File: config.mk
export PLATFORM = sky130hd
export DESIGN_NAME = fb_write_arbiter
export DESIGN_NICKNAME = d
export VERILOG_FILES = /design/src/rtl/fb_pkg.sv /design/src/rtl/rr_arb2.sv /design/src/rtl/fb_write_arbiter.sv
export SDC_FILE = /design/constraint.sdc
export NUM_CORES = 1
export LEC_CHECK = 0
export BUFFER_PORTS_ARGS = -buffer_cell sky130_fd_sc_hd__clkbuf_2
export CORE_MARGIN = 2
export CORE_UTILIZATION = 30
export DETAILED_ROUTE_END_ITERATION = 8
export PLACE_DENSITY = 0.7
export REMOVE_ABC_BUFFERS = 1
export SYNTH_ARGS = -nofsm -noshare
export SYNTH_HDL_FRONTEND = slang
export SYNTH_SLANG_ARGS = --single-unit
File: constraint.sdc
create_clock -name clk -period 2.1 [get_ports clk]
set_input_delay 0.42 -clock clk [delete_from_list [all_inputs] [get_ports clk]]
set_output_delay 0.42 -clock clk [all_outputs]
set_load 0.02 [all_outputs]
File: src/rtl/fb_pkg.sv
// rtl/fb_pkg.sv - shared frame-buffer constants, RGB444 colours and arbiter state type
package fb_pkg;

  localparam int AW       = 19;      // frame-buffer address width
  localparam int DW       = 12;      // RGB444 pixel width
  localparam int FB_WORDS = 307200;  // 640x480 valid words

  localparam logic [DW-1:0] RGB_BLACK = 12'h000;
  localparam logic [DW-1:0] RGB_WHITE = 12'hFFF;
  localparam logic [DW-1:0] RGB_RED   = 12'hF00;
  localparam logic [DW-1:0] RGB_GREEN = 12'h0F0;
  localparam logic [DW-1:0] RGB_BLUE  = 12'h00F;

  typedef enum logic {
    ST_ARB   = 1'b0,
    ST_CLEAR = 1'b1
  } state_t;

endpackage

File: src/rtl/rr_arb2.sv
// rtl/rr_arb2.sv - two-way round-robin grant with last-grant memory
//   clk, rst      : clock, synchronous active-high reset
//   en            : grants allowed this cycle
//   req_a, req_b  : request lines
//   gnt_a, gnt_b  : combinational one-hot grant (a grant is a transfer)
module rr_arb2 (
  input  logic clk,
  input  logic rst,
  input  logic en,
  input  logic req_a,
  input  logic req_b,
  output logic gnt_a,
  output logic gnt_b
);

  // 1 when B was granted most recently; reset to B so A wins first contention
  logic last_b;

  always_comb begin
    gnt_a = 1'b0;
    gnt_b = 1'b0;
    if (en) begin
      if (req_a && (!req_b || last_b)) begin
        gnt_a = 1'b1;
      end else if (req_b) begin
        gnt_b = 1'b1;
      end
    end
  end

  always_ff @(posedge clk) begin
    if (rst) begin
      last_b <= 1'b1;
    end else if (gnt_a) begin
      last_b <= 1'b0;
    end else if (gnt_b) begin
      last_b <= 1'b1;
    end
  end

endmodule

File: src/rtl/fb_write_arbiter.sv
// rtl/fb_write_arbiter.sv - two-requester frame-buffer write arbiter with optional clear engine
//   Build option: define FB_WRITE_ARB_CLEAR_EN to compile in the clear engine.
//   clk, rst                              : clock, synchronous active-high reset
//   req_{a,b}_valid/addr/data, req_*_ready : write request handshakes
//   clear_start                           : pulse requesting a full-buffer fill
//   clear_busy                            : fill in progress
//   oob_drop                              : accepted request discarded (addr out of range)
//   mem_px_addr, mem_px_data, px_wr       : registered frame-buffer write port
module fb_write_arbiter
  import fb_pkg::state_t, fb_pkg::ST_ARB, fb_pkg::ST_CLEAR, fb_pkg::RGB_BLACK;
#(
  parameter int            AW          = fb_pkg::AW,
  parameter int            DW          = fb_pkg::DW,
  parameter int            FB_WORDS    = fb_pkg::FB_WORDS,
  parameter logic [DW-1:0] CLEAR_COLOR = RGB_BLACK
) (
  input  logic          clk,
  input  logic          rst,
  input  logic          req_a_valid,
  input  logic [AW-1:0] req_a_addr,
  input  logic [DW-1:0] req_a_data,
  output logic          req_a_ready,
  input  logic          req_b_valid,
  input  logic [AW-1:0] req_b_addr,
  input  logic [DW-1:0] req_b_data,
  output logic          req_b_ready,
  input  logic          clear_start,
  output logic          clear_busy,
  output logic          oob_drop,
  output logic [AW-1:0] mem_px_addr,
  output logic [DW-1:0] mem_px_data,
  output logic          px_wr
);

  // One extra bit so the limit itself is representable for the range compare
  localparam logic [AW:0]   LIMIT = (AW+1)'(FB_WORDS);
  localparam logic [AW-1:0] LAST  = AW'(FB_WORDS - 1);

  state_t        state;
  logic [AW-1:0] cnt;
  logic          arb_en;
  logic          gnt_a, gnt_b;
  logic [AW-1:0] sel_addr;
  logic [DW-1:0] sel_data;
  logic          sel_oob;

`ifdef FB_WRITE_ARB_CLEAR_EN
  state_t state_nxt;

  always_ff @(posedge clk) begin
    if (rst) begin
      state <= ST_ARB;
      cnt   <= '0;
    end else begin
      state <= state_nxt;
      if (state == ST_CLEAR) begin
        cnt <= (cnt == LAST) ? '0 : cnt + 1'b1;
      end
    end
  end

  // clear_start pre-empts arbitration in the cycle it arrives
  always_comb begin
    state_nxt = state;
    arb_en    = 1'b0;
    case (state)
      ST_ARB: begin
        if (clear_start) state_nxt = ST_CLEAR;
        else             arb_en    = 1'b1;
      end
      ST_CLEAR: begin
        if (cnt == LAST) state_nxt = ST_ARB;
      end
    endcase
  end

  assign clear_busy = (state == ST_CLEAR);
`else
  logic unused_clear_start;

  assign state              = ST_ARB;
  assign cnt                = '0;
  assign arb_en             = 1'b1;
  assign clear_busy         = 1'b0;
  assign unused_clear_start = clear_start;
`endif

  rr_arb2 u_rr_arb2 (
    .clk   (clk),
    .rst   (rst),
    .en    (arb_en && !rst),
    .req_a (req_a_valid),
    .req_b (req_b_valid),
    .gnt_a (gnt_a),
    .gnt_b (gnt_b)
  );

  assign req_a_ready = gnt_a;
  assign req_b_ready = gnt_b;

  assign sel_addr = gnt_b ? req_b_addr : req_a_addr;
  assign sel_data = gnt_b ? req_b_data : req_a_data;
  assign sel_oob  = ({1'b0, sel_addr} >= LIMIT);

  // Address/data only move on a real write, so they hold across idle and dropped cycles
  always_ff @(posedge clk) begin
    if (rst) begin
      px_wr       <= 1'b0;
      oob_drop    <= 1'b0;
      mem_px_addr <= '0;
      mem_px_data <= '0;
    end else begin
      px_wr    <= 1'b0;
      oob_drop <= 1'b0;
      if (state == ST_CLEAR) begin
        px_wr       <= 1'b1;
        mem_px_addr <= cnt;
        mem_px_data <= CLEAR_COLOR;
      end else if (gnt_a || gnt_b) begin
        if (sel_oob) begin
          oob_drop <= 1'b1;
        end else begin
          px_wr       <= 1'b1;
          mem_px_addr <= sel_addr;
          mem_px_data <= sel_data;
        end
      end
    end
  end

endmodule

Word level (Yosys, flattened, before mapping)
Index checks and enable logic that the tools add are counted.
{"block": "totals", "out_inout_bits": 36, "reg_bits": 34, "input_bits": 67}
{"block": "op_classes", "reduce_logical": 7, "magnitude_cmp": 1, "bitwise": 2, "muxes": 11}
{"cell": ">= comparator 19 bit, second input constant", "count": 1}
{"cell": "2-to-1 mux 19 bit", "count": 1}
{"cell": "2-to-1 mux 12 bit", "count": 1}
{"cell": "2-to-1 mux 1 bit", "count": 9}
{"cell": "logical OR 1 bit", "count": 2}
{"cell": "inverter 1 bit", "count": 2}
{"cell": "AND reduction 2 bit", "count": 1}
{"cell": "nonzero test 2 bit", "count": 1}
{"cell": "OR reduction 2 bit", "count": 1}
{"cell": "logical AND 1 bit", "count": 1}
{"cell": "zero test 1 bit", "count": 1}

Depth between registers and ports, before layout
Gate-level depths: netlist of the first run.
{"block": "depth", "ltp_word": 9, "mapped_depth": 8}

Cells and area by module
A second synthesis of the first run with hierarchy kept.
{"block": "unflattened", "hier_cells": 233, "hier_area_um2": 1793.0}
{"module": "fb_write_arbiter", "instances": 1, "area_per_inst_um2": 1734.2, "cells_each": 225}
{"module": "rr_arb2", "instances": 1, "area_per_inst_um2": 58.8, "cells_each": 8}

Least setup slack after synthesis of the first run
Ideal clock, no wire load.
{"block": "synth_timing", "kind": "input to register", "startpoint": "input rst", "endpoint": "register mem_px_addr[10]", "setup_slack_ns": 0.313, "arrival_ns": 1.641, "setup_ns": 0.146, "stages": 8, "cell_sequence": "buf_6 nand3b_4 buf_6 mux2_4 buf_2 buf_2 a21oi_1 a211oi_2"}
{"block": "synth_via", "elab_chain_len": 5}
{"item": "start: declaration", "line": "fb_write_arbiter.sv:18", "text": "input logic rst,"}
{"item": "2-to-1 mux 1 bit", "line": "rr_arb2.sv:22", "text": "if (en) begin"}
{"item": "2-to-1 mux 19 bit", "line": "fb_write_arbiter.sv:101", "text": "assign sel_addr = gnt_b ? req_b_addr : req_a_addr;"}
{"item": ">= comparator 19 bit", "line": "fb_write_arbiter.sv:103", "text": "assign sel_oob = ({1'b0, sel_addr} >= LIMIT);"}
{"item": "inverter 1 bit (no source line)"}
{"item": "AND reduction 2 bit (no source line)"}
{"item": "end signal: assignment", "line": "fb_write_arbiter.sv:117", "text": "mem_px_addr <= cnt;"}
{"item": "end signal: assignment", "line": "fb_write_arbiter.sv:124", "text": "mem_px_addr <= sel_addr;"}
{"item": "end: declaration", "line": "fb_write_arbiter.sv:30", "text": "output logic [AW-1:0] mem_px_addr,"}
Parallel ways exist; a longest one is shown, timed or not.
A chain may end at the register's enable or synchronous reset.

Final worst setup path of the first run
{"block": "layout_timing", "startpoint": "register u_rr_arb2.last_b", "endpoint": "output req_b_ready"}
{"block": "layout_via", "elab_chain_len": 4}
{"item": "start: declaration", "line": "rr_arb2.sv:17", "text": "logic last_b;"}
{"item": "start signal: assignment", "line": "rr_arb2.sv:33", "text": "last_b <= 1'b1;"}
{"item": "start signal: assignment", "line": "rr_arb2.sv:35", "text": "last_b <= 1'b0;"}
{"item": "start signal: assignment", "line": "rr_arb2.sv:37", "text": "last_b <= 1'b1;"}
{"item": "logical OR 1 bit", "line": "rr_arb2.sv:23", "text": "if (req_a && (!req_b || last_b)) begin"}
{"item": "logical AND 1 bit", "line": "rr_arb2.sv:23"}
{"item": "2-to-1 mux 1 bit", "line": "rr_arb2.sv:23"}
{"item": "2-to-1 mux 1 bit", "line": "rr_arb2.sv:22"}
{"item": "end: declaration", "line": "fb_write_arbiter.sv:26", "text": "output logic req_b_ready,"}
No other way between the ends.

==> impl_metrics.ini, run 1 <==
[outcome]
run_status = completed

[synthesis]
synth_area_leaders = dfxtp_1 38%, a211oi_2 19%, mux2i_1 17%
synth_seq_cells = 34
ys_seq_area_share_pct = 37.6
netlist-cell-type-count = 27
synth.cell_area_um2 = 1810
synth_top_area_share_pct = 37.6
synth.largest_area_cell = dfxtp_1
avgSynthCellArea_um2 = 10.6
ys.warnings.count = 0
postSynthCellCount = 170

[layout]
area_growth_pct = 35.2
utilization_pct = 41.6
diodes = 0
finish.net_count = 334
drive_gt1_share_pct = 55.2

[drt]
viasPerCell = 4.80
via_count = 1648
drtPass1Iterations = 4
drc = 0
drt_iter0_drc = 60
wirelength_um = 4510
avgRoutedWirePerCell_um = 13.2
antenna_left = 0

[floorplanning]
pin_count = 103
rows = 28
die_w_um = 81.7
die-height_um = 81.7
coreArea_um2 = 5890
initial_core_util_pct = 30.7
dieArea_um2 = 6670

[critical_path]
worstPathMaxFanout = 22
crit_type = flop to output port
required_ns = 1.68
cp-start-kind = flop
end_kind = output port
slowest_stage = dfxtp_1
arrival_ns = 1.40
path_cells = nand2_1, nand3b_4, buf_4, inv_1, clkbuf_2
critPathMaxStageDelay_ns = 0.35

[sta]
setup_viol = 0
fmax_mhz = 550
timing_hold_violations_final = 0
period_share_pct = 86.6
tns_ns = 0
slew_viol_final = 0
grt_setup_unrepaired = no
layout_min_cycle_time_ns = 1.82
fin_skew_ns = 0.00395

[placed_design]
place.gp.congestion = 0.654
io_buffers = 100
post-dp-hpwl_um = 3420

[pwr]
seqPwrFrac_pct = 43.3
leakagePower_uw = 0.00124
ir_drop_mv = 0.234
switching_power_uw = 520
swShare_pct = 31.1
pwr-share-clk_pct = 29.5
power.internal_uw = 1150
combPwrFrac_pct = 27.2
power_density_nw_per_um2 = 684

[clocking]
cts_root_buf = clkbuf_8
h-tree-depth = 2
clock-sinks = 34
clk_latency_ns = 0.28
path_clk_slew_ns = 0.06
clock_path_buffers = 2
post-cts-setup-buffers = 0
hold_buffers = 0
cts-resized-gates = 0
cts_buffers = 5
cts_tree = built

[min_path]
hold_class = input port to flop

[grt]
grt_start_max_net_pins = 33
grt_pass1_wl_um = 7230
grt_antenna_before_repair = 0
track_usage_pct = 14.0
overflow = 0
first_global_vias = 1612

[run]
drv_cap = 0
[registers in the layout, summed over array words and instances (netlist names)]
name,flops
mem_px_addr,19
mem_px_data,12
oob_drop,1
px_wr,1
u_rr_arb2.last_b,1
[cells in the final DEF, fill, tap and decap left out, drive strengths merged, types with 3 or more instances in the layout]
cell	synthesis	final
a211oi	32	32
a21oi	30	30
buf	12	9
clkbuf	7	107
dfxtp	34	34
mux2i	30	30
o21ai	3	3
[logic make-up after synthesis]
logic type / share of synthesized area (%)
buf+inv: 6.85
other cells: 0.207
flops: 37.6
simple gates: 4.77
compound gates: 32.5
mux: 18.0
[power by group through the flow]
| stage | clock network (uW) | registers (uW) | logic (uW) |
|---|---|---|---|
| 3_3_place_gp | 0 | 738 | 451 |
| 2_1_floorplan | 0 | 800 | 205 |
| 4_1_cts | 524 | 724 | 462 |
| 6_report | 494 | 724 | 455 |
| 3_5_place_dp | 0 | 737 | 461 |
| 5_1_grt | 542 | 730 | 498 |
[through the flow]
stage	setup slack (ns)	cells	hold WS (ns)	instance area [um2]	total power, uW
after floorplan	-0.795	151	0.482	1690	1000
after detailed placement	0.227	335	0.464	2350	1200
after CTS	0.265	343	0.457	2450	1710
after global routing	0.163	343	0.471	2450	1770
after global placement	0.295	335	0.462	2350	1190
final	0.282	343	0.467	2450	1670
[layout make-up]
| type | count | area [um2] |
|---|---|---|
| clock buffer | 7 | 86.3 |
| clock inverter | 1 | 5.00 |
| fill | 597 | 3440 |
| inverter | 1 | 3.75 |
| multi-input combinational | 116 | 1010 |
| sequential | 34 | 681 |
| tap | 75 | 93.8 |
| timing repair buffer | 109 | 568 |
[routing by layer]
metal	routed length, um	vias to the layer above	global-route usage [%]
li1	-	828	-
met1	1990	753	15.7
met2	2180	63	25.6
met3	303	4	4.40
met4	38	0	4.00
met5	0	-	0
[path summary, 6_finish.rpt]
| check | slack [ns] | to | from | depth (start not counted) |
|---|---|---|---|---|
| worst max-delay path | 0.28 | req_b_ready | u_rr_arb2.last_b | 5 |
| worst min-delay path | 0.47 | u_rr_arb2.last_b | req_b_valid | 3 |
| worst max register to register | 0.43 | mem_px_data[2] | u_rr_arb2.last_b | 6 |
| worst min register to register | 0.47 | mem_px_addr[16] | mem_px_addr[16] | 2 |
[critical path: cells and delay by family, from the launching register on]
kind / cells / cell delay [ns]
flops: 1 / 0.35
simple gates: 2 / 0.20
buf+inv: 3 / 0.55
[synthesized netlist by cell type]
library cell,count
dfxtp_1,34
a21oi_1,30
mux2i_1,30
a211oi_2,28
clkbuf_1,7
buf_2,6
buf_6,5
a211oi_1,4
a21o_1,2
a31oi_1,2
nand2b_1,2
nor2_1,2
nor3b_1,2
o21a_1,2
o21ai_0,2
and2_1,1
and3b_1,1
buf_4,1
conb_1,1
inv_1,1
mux2_1,1
mux2_4,1
nand2_1,1
nand3b_4,1
nor2b_1,1
nor4_1,1
o21ai_1,1
No activity file was read; power rests on OpenSTA's default activity.
==> inputs of run 2 (changes only) <==
PLACE_DENSITY = 0.58   (was 0.7)
==> run 2 against run 1 <==
Clock-buffer cell count shrank 2. Non-clock buffer count unchanged. Maximum frequency increased by 2.4%. First-iteration DRC count shrank 32%. Sequential share of layout area down 0.25 points. Combinational power barely moved. Core utilization is 0.38 points higher. Final area up 0.92%. Critical path depth unchanged. Sequential power is essentially flat. Routed wire length shrank 2.2%. Largest power group unchanged.
==> impl_metrics.ini, run 2 (same netlist as run 1, synthesis figures left out) <==
[sta]
max-slew-margin-rel_pct = 63.0
fmax_mhz = 563
tightest_slew_ns = 0.555
holdWs_ns = 0.448
grt_setup_unrepaired = no
timing_hold_violations_final = 0
fin_skew_ns = 0.00358
setup_viol = 0
period_share_pct = 84.5
layout_min_cycle_time_ns = 1.78
slew_viol_final = 0
fin_ws_ns = 0.325

[grt]
grt_start_max_net_pins = 36
first_global_vias = 1481
grt_antenna_before_repair = 0
grt_pass1_wl_um = 6710
overflow = 0
track_usage_pct = 12.9

[clocking]
cts-resized-gates = 0
hold_buffers = 0
cts_tree = built
cts_root_buf = clkbuf_8
path_clk_slew_ns = 0.07
clock-sinks = 34
post-cts-setup-buffers = 0
h-tree-depth = 2
clk_latency_ns = 0.29
cts_buffers = 5
clock_path_buffers = 2

[critical_path]
path_cells = nand2_1, nand3b_4, buf_4, inv_1, clkbuf_2
cp-start-kind = flop
r2r_start = u_rr_arb2.last_b
critPathMaxStageDelay_ns = 0.35
worstPathMaxFanout = 19
reg2reg_depth = 6
crit_buf_inv = 3
crit_family = buffers and inverters
slowest_stage = dfxtp_1
required_ns = 1.68
arrival_ns = 1.36
worstSetupStartpoint = u_rr_arb2.last_b
end_kind = output port
reg2reg_slack_ns = 0.53
rr_endpoint = mem_px_addr[5]
crit_type = flop to output port

[pwr]
leakagePower_uw = 0.00124
power_density_nw_per_um2 = 721
ir_drop_mv = 0.305

[floorplanning]
rows = 28
initial_core_util_pct = 30.7
dieArea_um2 = 6670
coreArea_um2 = 5890
pin_count = 103
die_w_um = 81.7
die-height_um = 81.7

[placed_design]
io_buffers = 100
post-dp-hpwl_um = 3270
place.gp.congestion = 0.659
pre_cts_ws_ns = 0.317

[drt]
drc = 0
viasPerCell = 4.85
drtPass1Iterations = 4
wirelength_um = 4410
avgRoutedWirePerCell_um = 12.9
antenna_left = 0
drt_iter0_drc = 41
via_count = 1663

[layout]
drive_gt1_share_pct = 55.6
layout_commonest_cell = clkbuf_2
regMostFlops = mem_px_addr
most-common-layout-cells = 100 x clkbuf_2, 34 x dfxtp_1, 30 x mux2i_1, 30 x a21oi_1, 28 x a211oi_2
finish.net_count = 334
largest_registers = mem_px_addr (19), mem_px_data (12)
diodes = 0
fillCellCount = 606
largest_register_ffs = 19
area_growth_pct = 36.4

[min_path]
hp-start = req_b_valid
min_path_cells = 3
hold_class = input port to flop
whs_endpoint = u_rr_arb2.last_b

[run]
drv_cap = 0

[outcome]
run_status = completed
## run 2: cell types whose count changed in the layout (fill, tap and decap cells not counted), sizes merged
cell,previous run,this run
clkinv,1,0
clkbuf,107,105
clkinvlp,0,2
bufinv,0,1
## run 2: metrics by stage
stage | TNS (ns) | total power [uW] | cell area [um2] | instances | utilization (%)
after floorplan | -24.15 | 1000 | 1690 | 151 | -
after global placement | 0 | 1190 | 2350 | 335 | 40.0
after detailed placement | 0 | 1200 | 2350 | 335 | 40.0
after CTS | 0 | 1810 | 2470 | 343 | 41.9
after global routing | 0 | 1870 | 2470 | 343 | 41.9
final | 0 | 1780 | 2470 | 343 | 41.9
## run 2: worst max-delay path by stage
stage / to / slack (ns) / cells past startpoint
after CTS: req_b_ready / 0.31 / 5
after detailed placement: mem_px_addr[5] / 0.32 / 6
after floorplan: mem_px_data[2] / -0.80 / 4
final: req_b_ready / 0.32 / 5
after global routing: req_b_ready / 0.25 / 5
after global placement: mem_px_data[1] / 0.34 / 7
## run 2: cell type report
| cell class | instances | area, um2 | area share, % |
|---|---|---|---|
| clock buffers | 5 | 68.8 | 2.79 |
| clock inverters | 3 | 45.0 | 1.82 |
| inverters | 1 | 3.75 | 0.152 |
| multi-input cells | 116 | 1010 | 40.9 |
| flip-flops and latches | 34 | 681 | 27.6 |
| well taps | 75 | 93.8 | 3.80 |
| repair buffers | 109 | 568 | 23.0 |
## run 2: power breakdown
group          internal, uW  total [uW]  switching (uW)
combinational           190         454             264
clock                   353         605             252
sequential              698         722            24.9
total                  1240        1780             541
## run 2: routing by layer
layer	wire length (um)	GRT usage (%)	vias up	share of wire (%)
li1	-	-	835	-
met1	1990	15.9	762	45
met2	2000	22.0	60	45
met3	377	3.85	6	8.5
met4	48	3.50	0	1.1
met5	0	0	-	0
## run 2: tightest hold or removal path, delay by kind of cell
family                 cells  cell delay, ns
AOI/OAI and AO/OA          1            0.08
buffers and inverters      1            0.13
and+or+nand+nor            1            0.06
==> inputs of run 3 (changes only) <==
ABC_AREA = 1   (was default)
clock period = 1.8 ns   (was 2.1 ns; I/O delays follow)
==> run 3 against run 2 <==
Via count is 26% higher. Critical path depth down 1. Routed wire length up 6.5%. Sequential power grew 19%. Sequential share of layout area down 1.6 points. Core utilization increased by 1.6 points. Synthesized cell count is 94% higher. Clock skew about the same. Register-to-register slack worse by 0.34 ns. Critical path type unchanged. Largest cell class unchanged.
==> impl_metrics.ini, run 3 <==
[synthesis]
synth.largest_area_cell = dfxtp_1
dominantRegCellSynth = dfxtp_1
netlist-cell-type-count = 22
synth_area_leaders = dfxtp_1 36%, nand2_1 30%, nor2_1 11%
netlist_top_cells_count = 153 x nand2_1, 57 x nor2_1, 46 x inv_1, 34 x dfxtp_1, 7 x nand3_1
ys_seq_area_share_pct = 35.8
synth_top_area_share_pct = 35.8
synth.cell_area_um2 = 1900
avgSynthCellArea_um2 = 5.77
postSynthCellCount = 329
synth_seq_cells = 34
ys.warnings.count = 0
postSynth.asyncResetShare_pct = 0
yosysMostFrequentCell = nand2_1
synth_edf_count = 0

[drt]
wirelength_um = 4700
viasPerCell = 4.13
drt_iter0_drc = 39
drc = 0
via_count = 2102
antenna_left = 0
drtPass1Iterations = 2
avgRoutedWirePerCell_um = 9.24

[layout]
largest_registers = mem_px_addr (19), mem_px_data (12)
regMostFlops = mem_px_addr
most-common-layout-cells = 153 x nand2_1, 100 x clkbuf_2, 57 x nor2_1
fin_area_um2 = 2630
largest_register_ffs = 19
drive_gt1_share_pct = 29.3
layout_commonest_cell = nand2_1
finish.net_count = 501
fillCellCount = 682
final_cells = 509
area_growth_pct = 38.2
diodes = 0

[critical_path]
end_kind = output port
crit_type = flop to output port
required_ns = 1.44
worstPathMaxFanout = 8
cp-start-kind = flop
arrival_ns = 1.34

[pwr]
ir_drop_mv = 0.305
leakagePower_uw = 0.00165
total_power_uw = 1970
power_density_nw_per_um2 = 751

[grt]
track_usage_pct = 13.7
overflow = 0
grt_start_max_net_pins = 34
grt_pass1_wl_um = 8100
first_global_vias = 1929
grt_antenna_before_repair = 0

[clocking]
clock-sinks = 34
clock_path_buffers = 2
cts_tree = built
post-cts-setup-buffers = 0
path_clk_slew_ns = 0.06
h-tree-depth = 2
cts_buffers = 5
clk_latency_ns = 0.27
cts_root_buf = clkbuf_8

[floorplanning]
rows = 28
initial_core_util_pct = 31.5
coreArea_um2 = 6030
pin_count = 103
dieArea_um2 = 6980
die-height_um = 83.6
die_w_um = 83.6

[placed_design]
dpl_cell_area_um2 = 2510
io_buffers = 100
placed_cells = 500
place.gp.congestion = 0.718
post-dp-hpwl_um = 3500

[sta]
slew_viol_final = 0
tns_ns = 0
timing_hold_violations_final = 0
layout_min_cycle_time_ns = 1.70
holdWs_ns = 0.338
fmax_mhz = 590
fin_skew_ns = 0.00354
period_share_pct = 94.2
setup_viol = 0

[outcome]
run_status = completed

[run]
drv_cap = 0

[min_path]
hold_class = input port to flop
## run 3: changes by cell type after synthesis, moves of 7 or more
| cell | before | now |
|---|---|---|
| a21oi_1 | 30 | 0 |
| mux2i_1 | 30 | 0 |
| nand2_1 | 1 | 153 |
| a211oi_2 | 28 | 0 |
| nand3_1 | 0 | 7 |
| inv_1 | 1 | 46 |
| nor2_1 | 2 | 57 |
## run 3: cell families after synthesis
kind of cell,share of synthesized area [%]
AND/OR/NAND/NOR,47.4
other,0.197
AO/OA/AOI/OAI,2.11
buffers and inverters,14.5
flip-flops,35.8
## run 3: path summary, 6_finish.rpt
kind                            slack, ns                to  cells past startpoint             start
worst max register to register       0.19    mem_px_addr[4]                     11  u_rr_arb2.last_b
worst max-delay path                 0.10       req_b_ready                      4  u_rr_arb2.last_b
worst min register to register       0.47   mem_px_addr[18]                      2   mem_px_addr[18]
worst min-delay path                 0.34  u_rr_arb2.last_b                      2       req_a_valid
## run 3: routing by layer
metal | GRT usage [%] | vias up | part of all wire, %
met5 | 0 | - | 0
met4 | 3.23 | 0 | 0.34
met3 | 4.55 | 2 | 7.6
met2 | 23.4 | 59 | 45
met1 | 16.5 | 880 | 47
li1 | - | 1161 | -
## run 3: final cells by class
type	count	area, um2	share of cell area [%]
clock buffer	7	76.3	2.91
inverter	48	180	6.86
multi-input combinational	233	961	36.6
sequential	34	681	25.9
tap	75	93.8	3.57
timing repair buffer	112	633	24.1
## run 3: what timing repair did
action	4_1_cts	5_1_grt
hold endpoints to repair	0	0
endpoints found under the setup margin	0	12
gates resized for setup	0	1
hold buffers	0	0
## run 3: critical path, stage by stage, from the launching register on
cell      delay [ns]
dfxtp_1         0.32
nand2_2         0.16
nand3_4         0.13
inv_1           0.23
clkbuf_2        0.22
## run 3: metrics by stage
stage               utilization [%]  setup WS [ns]
global route                   43.6       -0.00253
detailed placement             41.6         0.0341
finish                         43.6          0.104
CTS                            42.9         0.0676
global placement               41.6         0.0450
floorplan                         -         -0.599
## run 3: report_power, final
part	switching, uW	internal (uW)	leakage, uW
combinational	361	239	0.00133
sequential	35.0	827	0.000280
clock	244	266	0.0000383
